<file path="config.mk">
export PLATFORM = sky130hd
export DESIGN_NAME = seg_scan_driver
export DESIGN_NICKNAME = d
export VERILOG_FILES = /design/src/rtl/seg_pkg.sv /design/src/rtl/hex7seg.sv /design/src/rtl/seg_scan_driver.sv
export SDC_FILE = /design/constraint.sdc
export NUM_CORES = 1
export LEC_CHECK = 0
export BUFFER_PORTS_ARGS = -buffer_cell sky130_fd_sc_hd__buf_4
export CAP_MARGIN = 20
export CORE_MARGIN = 1
export CORE_UTILIZATION = 50
export CTS_CLUSTER_DIAMETER = 200
export DETAILED_ROUTE_END_ITERATION = 10
export PLACE_DENSITY = 0.81
export SLEW_MARGIN = 20
export SYNTH_ARGS = -nofsm -noshare
export SYNTH_HDL_FRONTEND = slang
export SYNTH_SLANG_ARGS = --single-unit
</file>
<file path="constraint.sdc">
create_clock -name CP -period 1.8 [get_ports CP]
set_input_delay 0.18 -clock CP [delete_from_list [all_inputs] [get_ports CP]]
set_output_delay 0.18 -clock CP [all_outputs]
set_load 0.01 [all_outputs]
</file>
<file path="src/rtl/seg_pkg.sv">
// Shared constants for the multiplexed 7-segment display driver:
// digit count, active-low hex segment table and the dark-output patterns.
package seg_pkg;

  localparam int NUM_DIGITS = 4;

  localparam logic [7:0] SEG_BLANK = 8'hFF;
  localparam logic [3:0] AN_OFF    = 4'hF;

  // Active-low gfedcba codes, entry n is the glyph for hex digit n.
  localparam logic [15:0][6:0] SEG_TABLE = {
    7'h0E, 7'h06, 7'h21, 7'h46,   // F E d C
    7'h03, 7'h08, 7'h10, 7'h00,   // b A 9 8
    7'h78, 7'h02, 7'h12, 7'h19,   // 7 6 5 4
    7'h30, 7'h24, 7'h79, 7'h40    // 3 2 1 0
  };

endpackage

</file>
<file path="src/rtl/hex7seg.sv">
// Combinational 4-bit to active-low 7-segment (gfedcba) decoder.
module hex7seg
  import seg_pkg::*;
(
  input  logic [3:0] i_nib,
  output logic [6:0] o_seg
);

  assign o_seg = SEG_TABLE[i_nib];

endmodule

</file>
<file path="src/rtl/seg_scan_driver.sv">
// Time-multiplexed 4-digit 7-segment driver with per-frame value snapshot.
// Optional leading-zero blanking is compiled in when SEG_LZB_EN is defined.
module seg_scan_driver
  import seg_pkg::*;
#(
  parameter int SCAN_DIV = 50000
) (
  input  logic        CP,
  input  logic        CR,
  input  logic        EN,
  input  logic [15:0] D,
  input  logic [3:0]  DP,
  output logic [NUM_DIGITS-1:0] AN,
  output logic [7:0]  SEG
);

  localparam int PS_W = (SCAN_DIV > 2) ? $clog2(SCAN_DIV) : 1;

  logic [PS_W-1:0]       r_ps;
  logic [1:0]            r_idx;
  logic [15:0]           r_val;
  logic [3:0]            r_dpv;
  logic [NUM_DIGITS-1:0] r_an;
  logic [7:0]            r_seg;

  logic                  w_tick;
  logic [3:0]            w_nib;
  logic [6:0]            w_hex;
  logic                  w_blank;
  logic [NUM_DIGITS-1:0] w_an;
  logic [7:0]            w_seg;

  assign w_tick = (r_ps == PS_W'(SCAN_DIV - 1));
  assign w_nib  = r_val[{r_idx, 2'b00} +: 4];

  hex7seg u_hex7seg (
    .i_nib (w_nib),
    .o_seg (w_hex)
  );

`ifdef SEG_LZB_EN
  // A digit goes dark when it and every more-significant nibble are zero.
  always_comb begin
    w_blank = 1'b0;
    case (r_idx)
      2'd1:    w_blank = (r_val[15:4]  == 12'd0);
      2'd2:    w_blank = (r_val[15:8]  == 8'd0);
      2'd3:    w_blank = (r_val[15:12] == 4'd0);
      default: w_blank = 1'b0;
    endcase
  end
`else
  assign w_blank = 1'b0;
`endif

  always_comb begin
    w_an = AN_OFF;
    if (!w_blank) w_an[r_idx] = 1'b0;
    w_seg = w_blank ? SEG_BLANK : {~r_dpv[r_idx], w_hex};
  end

  // Scan state and registered output stage (outputs lag r_idx by one cycle).
  always_ff @(posedge CP) begin
    if (CR) begin
      r_ps  <= '0;
      r_idx <= 2'd0;
      r_val <= 16'd0;
      r_dpv <= 4'd0;
      r_an  <= AN_OFF;
      r_seg <= SEG_BLANK;
    end else begin
      r_ps <= w_tick ? '0 : r_ps + PS_W'(1);
      if (w_tick) r_idx <= r_idx + 2'd1;
      if (w_tick && (r_idx == 2'd3)) begin
        r_val <= D;
        r_dpv <= DP;
      end
      if (EN) begin
        r_an  <= w_an;
        r_seg <= w_seg;
      end else begin
        r_an  <= AN_OFF;
        r_seg <= SEG_BLANK;
      end
    end
  end

  assign AN  = r_an;
  assign SEG = r_seg;

endmodule

</file>
==> results of run 1 <==
==> what timing repair did <==
item                       CTS  global route
hold buffers                 0             0
resized for setup            2             8
pin swaps                    1             2
setup endpoints to repair    5             7
setup buffers                3             4
gates cloned                 0             0
==> synth_stat cells (2+ instances only) <==
master	number	area, µm²
and3_1	2	12.5
inv_1	12	45.0
nand3_1	24	120
a21oi_1	24	120
o21ai_0	21	105
buf_4	2	15.0
mux4_2	2	45.0
nor2_1	18	67.6
nor3_1	5	25.0
or3_1	2	12.5
o211ai_1	2	15.0
mux4_1	3	78.8
dfxtp_1	50	1000
clkbuf_1	11	41.3
ha_1	11	138
nand2b_1	4	25.0
nand4_1	3	18.8
nor4bb_1	2	20.0
a221o_1	2	20.0
buf_6	3	33.8
xnor2_1	11	96.3
xor2_1	2	17.5
nand2_1	11	41.3
o21ai_1	3	15.0
==> power breakdown <==
group | leakage, nW | total (mW) | switching (mW) | internal, mW
clock | 0.0575 | 0.758 | 0.370 | 0.388
combinational | 0.546 | 0.0930 | 0.0394 | 0.0535
sequential | 0.406 | 1.13 | 0.00820 | 1.12
==> cells by family (layout without fill, tap and decap cells) <==
logic type               count (synthesis)  after routing  synth area share (%)
AO/OA/AOI/OAI                           58             58                  14.2
multiplexers                             6              6                  5.85
adder cells (fa/ha/maj)                 11             11                  6.01
XOR/XNOR                                13             13                  4.98
flip-flops                              50             50                  43.7
buffers and inverters                   30             73                  6.34
AND/OR/NAND/NOR                         81             81                  18.9
==> critical path: stages, from the launching register on <==
cell,delay [ns]
dfxtp_4,0.38
mux4_2,0.59
inv_4,0.13
ha_2,0.25
nor2_1,0.08
a21oi_1,0.18
o31a_1,0.18
==> area by class of cell <==
class / instances / area share [%]
repair buffers: 53 / 14.8
multi-input cells: 169 / 41.3
clock buffers: 8 / 3.93
flip-flops and latches: 50 / 35.8
well taps: 52 / 2.32
inverters: 12 / 1.79
==> flip-flops by register name, indices dropped and copies added, names as in the netlist <==
name   flops
r_dpv      4
r_ps      16
r_idx      2
AN         4
SEG        8
r_val     16
==> per-layer routing <==
layer  vias up  GRT usage [%]  share of wire [%]
met5         -              0                  0
met4         0           11.8                3.8
met3        21           4.94                4.7
met2        53           35.8                 49
met1       901           22.7                 43
li1        955              -                  -
==> metrics by stage <==
step	setup WS, ns	area [µm²]
detailed placement	-0.0837	2610
global route	-0.0799	2800
finish	-0.0534	2800
CTS	0.00123	2740
floorplan	-0.0133	2280
global placement	0.0439	2610
==> worst paths after layout <==
kind	slack, ns	end	cells after the start	start
worst min register to register	0.47	r_ps[0]	1	r_ps[0]
worst max register to register	-0.05	SEG[3]	6	r_idx[0]
worst max-delay path	-0.05	SEG[3]	6	r_idx[0]
worst min-delay path	0.12	r_val[12]	3	D[12]
==> impl_metrics.csv, run 1 <==
group,metric,value,unit
yosys,synth_edf_count,0,
place,routabilityCongestion,0.827,
global_route,antenna_found_initial,0,
route,drt_pass1_iterations,5,
layout,utilization,63.9,%
worst_setup_path,critPathLaunchType,"flip-flop",
global_route,grt_max_degree,26,
yosys,yosysSeqAreaShare,43.7,%
layout,num-nets-final,325,
timing,tns,-0.0534,ns
worst_setup_path,worst-setup-path-type,"reg2reg",
worst_setup_path,crit_arrival,2.10,ns
cts,clkLatencyLatePin,0.31,ns
die,coreArea,4380,µm²
global_route,grt_pass1_vias,1816,
power,powerDensity,705,nW/µm²
run_status,violations,"setup timing",
place,portBuffers,34,
timing,clock_skew,0.0107,ns
power,finalPower,1.98,mW
die,start_util,52.2,%
route,via_per_inst,5.61,
timing,worstMarginPinSlew,0.463,ns
route,wl_per_cell,14.7,µm
place,place_inst,329,
cts,cts_num_sinks,50,
layout,antenna_cells,0,
die,die_h,69.7,µm
yosys,synth_seq_cells,50,
hold_path,hold_path_class,"in2reg",
die,fp.dieW,69.7,µm
route,drc,0,
global_route,grt_pass1_wl,7910,µm
timing,min_period,1.85,ns
yosys,yosys_warnings,0,
cts,path_clk_slew,0.09,ns
flow_run,cap_violations,0,
timing,setup_viol,1,
power,ir_drop,520,µV
yosys,synthDistinctLibCells,43,
cts,clk_path_buf_depth,2,
route,drt_iter0_markers,123,
yosys,synth_area,2290,µm²
cts,cts_htree_levels,2,
yosys,syn_nets,283,
layout,fillers,359,
timing,timing.hold.ws,0.122,ns
layout,layout_commonest_cell,"buf_4",
worst_setup_path,cp.required,2.05,ns
run_status,status,"finished with violations",
timing,fmax,540,MHz
yosys,async_flop_share,0,%
cts,clockRootBuffer,"clkbuf_8",
layout,area_delta_synth_final,22.5,%
die,dieArea,4850,µm²
worst_setup_path,cp-end-kind,"flip-flop",
route,routed_wl,5050,µm
route,ant_nets,0,
layout,multiInputGateArea,1160,µm²
layout,drive_gt1_share,26.0,%
layout,regArea,1000,µm²
timing,grt_setup_unrepaired,"yes",
layout,mostFrequentLayoutCells,"51 x buf_4, 49 x dfxtp_1, 24 x a21oi_1, 24 x nand3_1, 21 x o21ai_0",
power,p_leak,1.01,nW
die,io_pins,35,
timing,hold_viol,0,
route,vias,1930,
yosys,synthCells,249,
global_route,grt_use_total,20.5,%
die,core.rowCount,24,
yosys,ys.flop_type,"dfxtp_1",
yosys,avgSynthCellArea,9.19,µm²
cts,numCtsBuffers,5,
timing,fin_crit_sh,103,%
timing,max-slew-margin-rel,69.1,%
global_route,grt.overflow.total,0,
place,dpl.hpwl,3280,µm
worst_setup_path,path_max_fanout,5,
layout,fin_cells,344,
timing,worst_slack,-0.0534,ns
timing,final_max_slew_viol_count,0,
cts,cts_tree,"done",
(Power assumes the default switching activity.)
==> inputs of run 2 (changes only) <==
CORE_MARGIN = 5   (was 1)
PLACE_DENSITY = 0.8   (was 0.81)
==> run 2 against run 1 <==
Net effect: the run now ends clean; final cell count stayed put; global-route usage is 3.1 points lower; wire length is 2.1% lower; final area is 1.3% lower; sequential share of layout area is 0.45 points higher; critical path type unchanged; critical endpoint is now SEG[6]; largest cell class unchanged.
==> impl_metrics.csv, run 2 (synthesized netlist as in run 1, its figures left out) <==
group,metric,value,unit
cts,clkLatencyLatePin,0.30,ns
worst_setup_path,r2r-start,"r_idx[0]",
global_route,antenna_found_initial,0,
worst_setup_path,path_max_fanout,5,
timing,tns,0,ns
cts,cts_tree,"done",
route,wl_per_cell,14.4,µm
layout,drive_gt1_share,24.7,%
layout,area_delta_synth_final,20.9,%
global_route,grt_max_degree,26,
timing,setup_viol,0,
global_route,grt_pass1_wl,8620,µm
cts,clockRootBuffer,"clkbuf_8",
timing,fmax,579,MHz
route,via_per_inst,5.59,
die,start_util,52.2,%
run_status,status,"finished clean",
worst_setup_path,cp-end-kind,"flip-flop",
cts,cts_htree_levels,2,
flow_run,cap_violations,0,
route,drc,0,
worst_setup_path,max_stage_delay,0.57,ns
die,io_pins,35,
worst_setup_path,crit_chain,"mux4_2 -> ha_2 -> nand2_1 -> o21ai_1 -> a221o_1",
cts,numCtsBuffers,5,
worst_setup_path,critPathTopFamily,"multiplexers",
layout,fillers,378,
worst_setup_path,critPathLaunchType,"flip-flop",
timing,grt_setup_unrepaired,"yes",
power,p_leak,0.994,nW
worst_setup_path,ff2ff_setup_slack,0.07,ns
die,fp.dieW,77.7,µm
hold_path,min_to,"r_dpv[3]",
timing,clock_skew,0.00704,ns
route,vias,1924,
timing,worstMarginPinSlew,0.467,ns
timing,min_period,1.73,ns
power,ir_drop,414,µV
worst_setup_path,cp.required,2.00,ns
route,routed_wl,4950,µm
die,dieArea,6030,µm²
hold_path,whs_path_depth,3,
die,core.rowCount,24,
global_route,grt_pass1_vias,1890,
worst_setup_path,worst-setup-path-type,"reg2reg",
timing,max-slew-margin-rel,68.8,%
worst_setup_path,r2r_cells,5,
worst_setup_path,slowest_stage,"mux4_2",
global_route,grt_use_total,17.5,%
route,drt_iter0_markers,132,
global_route,grt.overflow.total,0,
hold_path,hold_start,"DP[3]",
hold_path,hold_path_class,"in2reg",
cts,clk_path_buf_depth,2,
route,drt_pass1_iterations,4,
layout,mostFrequentLayoutCells,"49 x dfxtp_1, 49 x buf_4, 24 x a21oi_1, 24 x nand3_1, 21 x o21ai_0",
timing,timing.hold.ws,0.131,ns
layout,num-nets-final,325,
worst_setup_path,cp.buffers_inverters,0,
cts,path_clk_slew,0.09,ns
place,routabilityCongestion,0.871,
cts,holdBufCountCts,0,
timing,final_max_slew_viol_count,0,
die,die_h,77.7,µm
timing,fin_crit_sh,95.9,%
worst_setup_path,crit_arrival,1.92,ns
layout,antenna_cells,0,
die,coreArea,4380,µm²
cts,cts_num_sinks,50,
timing,hold_viol,0,
route,ant_nets,0,
place,portBuffers,34,
worst_setup_path,r2r_end,"SEG[6]",
place,dpl.hpwl,3660,µm
power,powerDensity,681,nW/µm²
==> run 2: cell types whose count changed in the layout (fill, tap and decap cells not counted), sizes merged <==
cell	delta
clkbuf	-1
clkinv	+1
==> run 2: where the power goes <==
part / total (mW) / switching [mW] / internal, mW
Clock: 0.667 / 0.356 / 0.311
Sequential: 1.13 / 0.00770 / 1.12
Combinational: 0.0930 / 0.0396 / 0.0533
Total: 1.89 / 0.404 / 1.48
==> run 2: area by class of cell <==
cell class,instances,area (µm²),share of cell area [%]
inverters,12,45.0,1.63
flip-flops and latches,50,1000,36.3
clock buffers,7,86.3,3.12
repair buffers,53,422,15.2
multi-input cells,169,1140,41.2
clock inverters,1,5.00,0.181
well taps,52,65.1,2.35
==> run 2: worst max-delay path by stage <==
stage	to	start	slack, ns	depth (start not counted)
floorplan	SEG[1]	r_idx[0]	-0.01	6
global placement	SEG[6]	r_idx[0]	0.04	5
detailed placement	SEG[1]	r_idx[0]	-0.04	5
CTS	SEG[1]	r_idx[0]	0.005	5
global route	SEG[5]	r_idx[0]	-0.02	5
finish	SEG[6]	r_idx[0]	0.07	5
==> run 2: tightest hold or removal path, cell delays in order <==
cell and delay (ns):
buf_4 0.11, nand3_1 0.05, a21oi_1 0.06
==> run 2: through the flow <==
stage	total power, mW	cell area [µm²]	utilization [%]	setup WS (ns)	std cells
floorplan	1.19	2280	-	-0.0133	249
global placement	1.25	2640	60.1	0.0416	333
detailed placement	1.25	2640	60.1	-0.0440	333
CTS	1.90	2730	62.2	0.00490	341
global route	1.97	2770	63.1	-0.0164	344
finish	1.89	2770	63.1	0.0740	344
==> run 2: metal layers <==
metal	share of wire [%]	vias up	track usage (%)	wire length [µm]
li1	-	958	-	-
met1	41	909	20.3	2020
met2	52	50	30.7	2580
met3	5.4	7	4.40	266
met4	1.6	0	6.53	79
met5	0	-	0	0
==> run 2: repair_timing <==
item,CTS,global route
resized for setup,1,6
setup endpoints to repair,3,19
pin swaps,0,1
buffers inserted,0,3
hold endpoints to repair,0,0
